**config.mk**
```make
export PLATFORM = sky130hd
export DESIGN_NAME = mem_arbiter
export DESIGN_NICKNAME = d
export VERILOG_FILES = /design/src/rtl/mem_arbiter.sv
export SDC_FILE = /design/constraint.sdc
export NUM_CORES = 1
export LEC_CHECK = 0
export ABC_CLOCK_PERIOD_IN_PS = 1820
export BUFFER_PORTS_ARGS = -buffer_cell sky130_fd_sc_hd__buf_2
export CELL_PAD_IN_SITES_DETAIL_PLACEMENT = 2
export CELL_PAD_IN_SITES_GLOBAL_PLACEMENT = 2
export CORE_UTILIZATION = 11
export DETAILED_ROUTE_END_ITERATION = 7
export PLACE_DENSITY_LB_ADDON = 0.1
export SYNTH_ARGS = -nofsm -noshare
export SYNTH_HDL_FRONTEND = slang
export SYNTH_SLANG_ARGS = --single-unit
```
**constraint.sdc**
```tcl
create_clock -name CLK -period 1.82 [get_ports CLK]
set_input_delay 0.182 -clock CLK [delete_from_list [all_inputs] [get_ports CLK]]
set_output_delay 0.182 -clock CLK [all_outputs]
set_load 0.1 [all_outputs]
```
**src/rtl/mem_arbiter.sv**
```systemverilog
// Arbitrates a single-ported RAM between instruction fetch and the load/store
// data path: data has priority, and a one-shot fairness bit keeps fetch from starving.
module mem_arbiter #(
    parameter int TIMEOUT = 16
) (
    input  logic        CLK,
    input  logic        nRST,
    input  logic        iREN,
    input  logic [31:0] iaddr,
    output logic        iwait,
    output logic [31:0] iload,
    input  logic        dREN,
    input  logic        dWEN,
    input  logic [31:0] daddr,
    input  logic [31:0] dstore,
    output logic        dwait,
    output logic [31:0] dload,
    output logic        ramREN,
    output logic        ramWEN,
    output logic [31:0] ramaddr,
    output logic [31:0] ramstore,
    input  logic [31:0] ramload,
    input  logic [1:0]  ramstate,
    output logic        bus_err
);

    typedef enum logic [1:0] {
        IDLE   = 2'd0,
        DGRANT = 2'd1,
        IGRANT = 2'd2
    } state_t;

    localparam logic [1:0] RS_ACCESS = 2'b10;
    localparam logic [1:0] RS_ERROR  = 2'b11;
    localparam int TW = $clog2(TIMEOUT);
    localparam logic [TW-1:0] TLAST = TW'(TIMEOUT - 1);

    state_t          state_r;
    logic            last_d_r;
    logic [TW-1:0]   tcnt_r;
    logic            bus_err_r;

    logic            dreq_s;
    logic            dgo_s;
    logic            igo_s;
    logic            live_s;
    logic            acc_s;
    logic            done_s;
    logic            abort_s;

    // Grant qualification: a grant only drives the RAM while its requester still asks.
    always_comb begin
        dreq_s  = dREN | dWEN;
        dgo_s   = (state_r == DGRANT) && dreq_s;
        igo_s   = (state_r == IGRANT) && iREN;
        live_s  = dgo_s | igo_s;
        acc_s   = (ramstate == RS_ACCESS);
        done_s  = live_s && acc_s;
        abort_s = live_s && !acc_s && ((ramstate == RS_ERROR) || (tcnt_r == TLAST));
    end

    // RAM-side drive and requester handshakes; a write wins over a read in the data grant.
    always_comb begin
        ramREN   = igo_s | (dgo_s & ~dWEN);
        ramWEN   = dgo_s & dWEN;
        if (dgo_s) begin
            ramaddr  = daddr;
            ramstore = dstore;
        end else if (igo_s) begin
            ramaddr  = iaddr;
            ramstore = 32'h0000_0000;
        end else begin
            ramaddr  = 32'h0000_0000;
            ramstore = 32'h0000_0000;
        end
        dwait = ~(dgo_s & acc_s);
        iwait = ~(igo_s & acc_s);
        dload = (dgo_s & acc_s) ? ramload : 32'h0000_0000;
        iload = (igo_s & acc_s) ? ramload : 32'h0000_0000;
        bus_err = bus_err_r;
    end

    // Grant FSM with fairness bit, grant-age counter and sticky error flag.
    always_ff @(posedge CLK or negedge nRST) begin
        if (!nRST) begin
            state_r   <= IDLE;
            last_d_r  <= 1'b0;
            tcnt_r    <= {TW{1'b0}};
            bus_err_r <= 1'b0;
        end else begin
            case (state_r)
                IDLE: begin
                    tcnt_r <= {TW{1'b0}};
                    if (dreq_s && !(last_d_r && iREN)) begin
                        state_r <= DGRANT;
                    end else if (iREN) begin
                        state_r <= IGRANT;
                    end else begin
                        state_r <= IDLE;
                    end
                end
                DGRANT, IGRANT: begin
                    if (!live_s) begin
                        state_r <= IDLE;
                    end else if (done_s) begin
                        state_r  <= IDLE;
                        last_d_r <= (state_r == DGRANT);
                    end else if (abort_s) begin
                        state_r   <= IDLE;
                        bus_err_r <= 1'b1;
                    end else if (tcnt_r != TLAST) begin
                        tcnt_r <= tcnt_r + TW'(1);
                    end else begin
                        tcnt_r <= tcnt_r;
                    end
                end
                default: begin
                    state_r <= IDLE;
                end
            endcase
        end
    end

endmodule

```
* After elaboration in Yosys (flattened, before gate mapping)
Cells that the tools add are included.
Word-level totals: register bits 8
Cells by class: add/sub/neg operators 1, eq/ne operators 11, muxes and demuxes 16, bitwise logic cells 11, reduce and logical (&&, ||, !) cells 16
Operators with widths (number):
- 2-to-1 mux 32 bit | 5
- 2-to-1 mux 4 bit | 4
- 2-to-1 mux 2 bit | 5
- != test 2 bit (second input constant) | 4
- != test 4 bit (second input constant) | 2
- one-hot mux 4 bit (2 select lines) | 1
- logical AND 1 bit | 7
- == test 2 bit (second input constant) | 3
- AND reduction 5 bit | 1
- adder 4 x 1 -> 4 bit (second input constant) | 1
- AND 1 bit | 4
- == test 4 bit (second input constant) | 1
- inverter 1 bit | 4
- one-hot mux 2 bit (2 select lines) | 1
- AND reduction 4 bit | 1
- OR 1 bit | 3
- AND reduction 3 bit | 1
- == test 2 x 1 -> 1 bit (second input constant) | 1
- zero test 1 bit | 2
- zero test 2 bit | 1
- nonzero test 2 bit | 1
- OR reduction 2 bit | 1
- logical OR 1 bit | 1

* Logic depth before layout (Yosys ltp)
depth after elaboration 9, gate-level depth with buffers 7, mapped depth without buffers 6

* Worst setup path before layout
No wires, ideal clock.
path type register -> output, start reg state_r[1], end out ramREN, arrival time 3.089 ns, path slack -1.451 ns, cell stages (with the launch flop) 6, cells stage by stage dfrtp_1 -> inv_1 -> ha_1 -> o21ai_2 -> buf_2 -> o21ai_0
On the way: word-level cells in the longest chain between the ends 4
Ends and longest elaborated chain:
- from (decl) | line 38 | state_t state_r;
- from (signal assigned) | line 86 | state_r <= IDLE;
- from (signal assigned) | line 95 | state_r <= DGRANT;
- from (signal assigned) | line 97 | state_r <= IGRANT;
- == test 2 x 1 -> 1 bit | line 54 | dgo_s = (state_r == DGRANT) && dreq_s;
- logical AND 1 bit | line 54
- AND 1 bit | line 64 | ramREN = igo_s | (dgo_s & ~dWEN);
- OR 1 bit * | line 64
- to (decl) | line 18 | output logic ramREN,
Every way passes the cells marked *; elsewhere a longest branch is shown, timed or not.

* Worst setup path in the final report
start reg state_r[0], end out iload[8]
On the way: word-level cells in the longest chain between the ends 4
Ends and longest elaborated chain:
- == test 2 bit | line 55 | igo_s = (state_r == IGRANT) && iREN;
- logical AND 1 bit | line 55
- AND 1 bit | line 79 | iload = (igo_s & acc_s) ? ramload : 32'h0000_0000;
- 2-to-1 mux 32 bit | line 79
- to (decl) | line 11 | output logic [31:0] iload,
Every way passes these cells.

==> flow_summary.yaml <==
timing:
  final_min_period_over_clock_period_pct: 107
  timing.max_slew.rel_slack_pct: 67.6
  final_max_slew_viol_count: 0
  finalSetupViolations: 114
  rsz0062_at_grt: "true"
  timing.final.hold_violations: 0
  timing.final.crit_period_ps: 1950
  finClkSkew_ps: 1.76
  worst-slew-pin-transition_ps: 490
  timing.fmax_ghz: 0.512
  post-route-worst-setup-slack_ps: -132
setup_path:
  cp-end-kind: "output pin"
  crit_fanout: 4
  reg2reg_slack_ps: 0
  rr_startpoint: "state_r[0]$_DFFE_PN0P_"
  timing.setup.critical_path_class: "reg -> out"
  startpoint_class: "register"
  worst_setup_path_startpoint: "state_r[0]$_DFFE_PN0P_"
  crit_end: "iload[8]"
  worstRegToRegCells: 9
  critical_path_required_ps: 1640
  timing.rr.end: "tcnt_r[3]$_DFFE_PN0P_"
  critical_path_arrival_ps: 1770
cells_and_area:
  layout.cells.most_common_list: "sky130_fd_sc_hd__buf_12 (142), sky130_fd_sc_hd__buf_2 (135), sky130_fd_sc_hd__and3_2 (46), sky130_fd_sc_hd__nand2_4 (45), sky130_fd_sc_hd__and2_4 (19)"
  num-fill-cells: 1483
  post_route_cells_drive_above_1_share_pct: 89.4
  finish.utilization_pct: 45.6
  final_nets: 697
  most_common_cell_after_layout_fill_and_taps_aside: "sky130_fd_sc_hd__buf_12"
  syn_to_final_growth_pct: 301
die:
  floorplan.die.height_microns: 125
  fp.dieArea_sq_mm: 0.0156
  rows: 44
  fp.dieW_microns: 125
  ioPinCount: 268
  design.core.area_sq_mm: 0.0146
  floorplan.initialDensity_pct: 11.4
clocking:
  root_buffer_selected_by_cts: "sky130_fd_sc_hd__clkbuf_16"
  cts_max_path_buffers: 2
  clock_insertion_delay_worst_skew_ps: 230
  cts.reportedPaths.clkPinSlew_ps: 40
  number_of_cts_inserted_buffers: 3
  cts_max_level: 1
  tritoncts: "done"
  cts.sink_count: 8
synth:
  yosys_warnings: 0
  syn-cell-area_sq_mm: 0.00167
  number_of_flip_flops_and_latches_in_the_synthesized_netlist: 8
  post_synth.cell_area_avg_sq_um: 6.10
  top_cells_by_area_in_the_synthesized_netlist: "sky130_fd_sc_hd__and3_1 (24%), sky130_fd_sc_hd__nand2_1 (16%), sky130_fd_sc_hd__and2_1 (12%)"
  ys_types: 31
  synth_nets: 412
  synthesis.instances: 273
  synth_sequential_area_ratio_pct: 12.0
  yosys.area.top_type_share_pct: 24.0
  synth_top_cell_by_area: "sky130_fd_sc_hd__and3_1"
global_route:
  grt_start_max_net_pins: 65
  groute.layer.met2.usage_pct: 36.1
  use_met1_pct: 18.0
  gr-usage-met3_pct: 2.65
  first_pass_grt_wire_length_microns: 20800
  grt-busiest-layer: "met2"
  grt_use_total_pct: 17.0
  initial_antenna_violation_count: 1
  first_global_vias: 3410
  global_route.overflow_total: 0
power:
  pwr_density_cell_mw_per_mm2: 1250
  vdd_drop_max_mv: 0.715
  static_leakage_uw: 0.00313
routing:
  avgViaCountPerCell: 4.21
  routed-via-count: 3120
  detail-route-antenna-nets: 0
  detail_route.wirelength_microns: 14300
  initialDrtViolationCount: 113
  wl_cell_microns: 19.3
  first_pass_iters: 6
  route.detailed.drc: 42
outcome:
  failed_checks: "DRC, setup timing"
  outcome: "finished with violations"
placed_design:
  numPortBuffers: 267
  dp_worst_setup_slack_ps: 30.2
  dpl.hpwl_microns: 10200
  place_congestion: 0.736
hold_path:
  hp-class: "in -> reg"
run:
  max_cap_viol_count: 0
-- power breakdown --
| part | total (uW) | switching, uW | internal, uW |
|---|---|---|---|
| clock network | 376 | 92.2 | 284 |
| logic | 7700 | 4750 | 2940 |
| registers | 272 | 42.9 | 229 |
| total | 8350 | 4890 | 3460 |
-- critical path, stage by stage, from the launching register on --
cell	delay (ps)
sky130_fd_sc_hd__dfrtp_1	390
sky130_fd_sc_hd__inv_2	90
sky130_fd_sc_hd__ha_4	130
sky130_fd_sc_hd__and2_4	190
sky130_fd_sc_hd__buf_8	140
sky130_fd_sc_hd__buf_12	100
sky130_fd_sc_hd__clkbuf_16	120
sky130_fd_sc_hd__and3_4	180
sky130_fd_sc_hd__buf_12	170
-- repair_timing --
action | in CTS | in global routing
endpoints found under the setup margin | 128 | 135
gates cloned | 10 | 6
resized for setup | 78 | 90
setup buffers | 13 | 5
pin swaps | 25 | 45
endpoints found under the hold margin | 8 | 0
hold buffers | 1 | 0
-- per-layer routing --
layer,up-vias,wire [microns]
met3,4,849
met2,133,8430
li1,1497,-
met4,0,64
met5,-,0
met1,1486,4950
-- kinds of logic after synthesis --
| group | after synthesis | share of synthesized area (%) |
|---|---|---|
| adders and majority gates | 4 | 3.01 |
| AOI/OAI and AO/OA | 16 | 8.72 |
| muxes | 1 | 0.901 |
| DFF | 8 | 12.0 |
| and+or+nand+nor | 212 | 66.5 |
| buffers and inverters | 32 | 8.86 |
-- flip-flops by register name, summed over array words and instances (netlist names) --
| name | count |
|---|---|
| last_d_r | 1 |
| state_r | 2 |
| tcnt_r | 4 |
| bus_err | 1 |
-- stage by stage --
| step | setup TNS (ps) | area, sq um | hold slack (ps) | power [uW] | instances |
|---|---|---|---|---|---|
| after floorplan | -167 | 1870 | -114 | 4300 | 273 |
| after global placement | 0 | 5400 | 33.6 | 6600 | 704 |
| after detailed placement | 0 | 5400 | 40.6 | 6690 | 704 |
| after CTS | -7210 | 6170 | 280 | 7940 | 731 |
| after global routing | -17020 | 6670 | 306 | 8620 | 741 |
| final | -7780 | 6670 | 280 | 8350 | 741 |
-- worst min path at each step --
stage               cells after the start  start                      to  slack [ps]
global placement                        1   nRST   tcnt_r[2]$_DFFE_PN0P_          30
global route                            3   iREN  state_r[1]$_DFFE_PN0P_         310
detailed placement                      1   nRST     bus_err$_DFFE_PN0P_          40
CTS                                     3   iREN  state_r[1]$_DFFE_PN0P_         280
finish                                  3   iREN  state_r[1]$_DFFE_PN0P_         280
floorplan                               0   nRST     bus_err$_DFFE_PN0P_        -110
-- synthesized netlist by cell type --
master	number
sky130_fd_sc_hd__a31oi_2	1
sky130_fd_sc_hd__buf_2	11
sky130_fd_sc_hd__a21boi_4	1
sky130_fd_sc_hd__a21o_1	1
sky130_fd_sc_hd__a21oi_1	1
sky130_fd_sc_hd__o21ai_0	1
sky130_fd_sc_hd__a31oi_1	1
sky130_fd_sc_hd__and3_1	64
sky130_fd_sc_hd__a32o_1	1
sky130_fd_sc_hd__nand2_1	69
sky130_fd_sc_hd__buf_4	2
sky130_fd_sc_hd__nor4bb_1	1
sky130_fd_sc_hd__o21ai_1	4
sky130_fd_sc_hd__o211ai_4	1
sky130_fd_sc_hd__inv_1	5
sky130_fd_sc_hd__nor2_1	4
sky130_fd_sc_hd__nand2b_1	2
sky130_fd_sc_hd__clkbuf_1	9
sky130_fd_sc_hd__nand4b_1	1
sky130_fd_sc_hd__o21ai_2	1
sky130_fd_sc_hd__dfrtp_1	8
sky130_fd_sc_hd__and2_2	1
sky130_fd_sc_hd__o211ai_1	1
sky130_fd_sc_hd__o31ai_1	1
sky130_fd_sc_hd__nand3_1	36
sky130_fd_sc_hd__clkbuf_2	5
sky130_fd_sc_hd__mux2_4	1
sky130_fd_sc_hd__and2_1	33
sky130_fd_sc_hd__o21a_4	1
sky130_fd_sc_hd__ha_1	4
sky130_fd_sc_hd__and2b_1	1
-- layout make-up --
| cell class | instances | area [sq um] | area share, % |
|---|---|---|---|
| multi-input cells | 233 | 2110 | 31.6 |
| clock buffers | 3 | 75.1 | 1.13 |
| well taps | 184 | 230 | 3.45 |
| inverters | 5 | 18.8 | 0.281 |
| diodes | 1 | 2.50 | 0.0375 |
| repair buffers | 307 | 4040 | 60.5 |
| flip-flops and latches | 8 | 200 | 3.00 |
No activity file was read; power rests on OpenSTA's default activity.
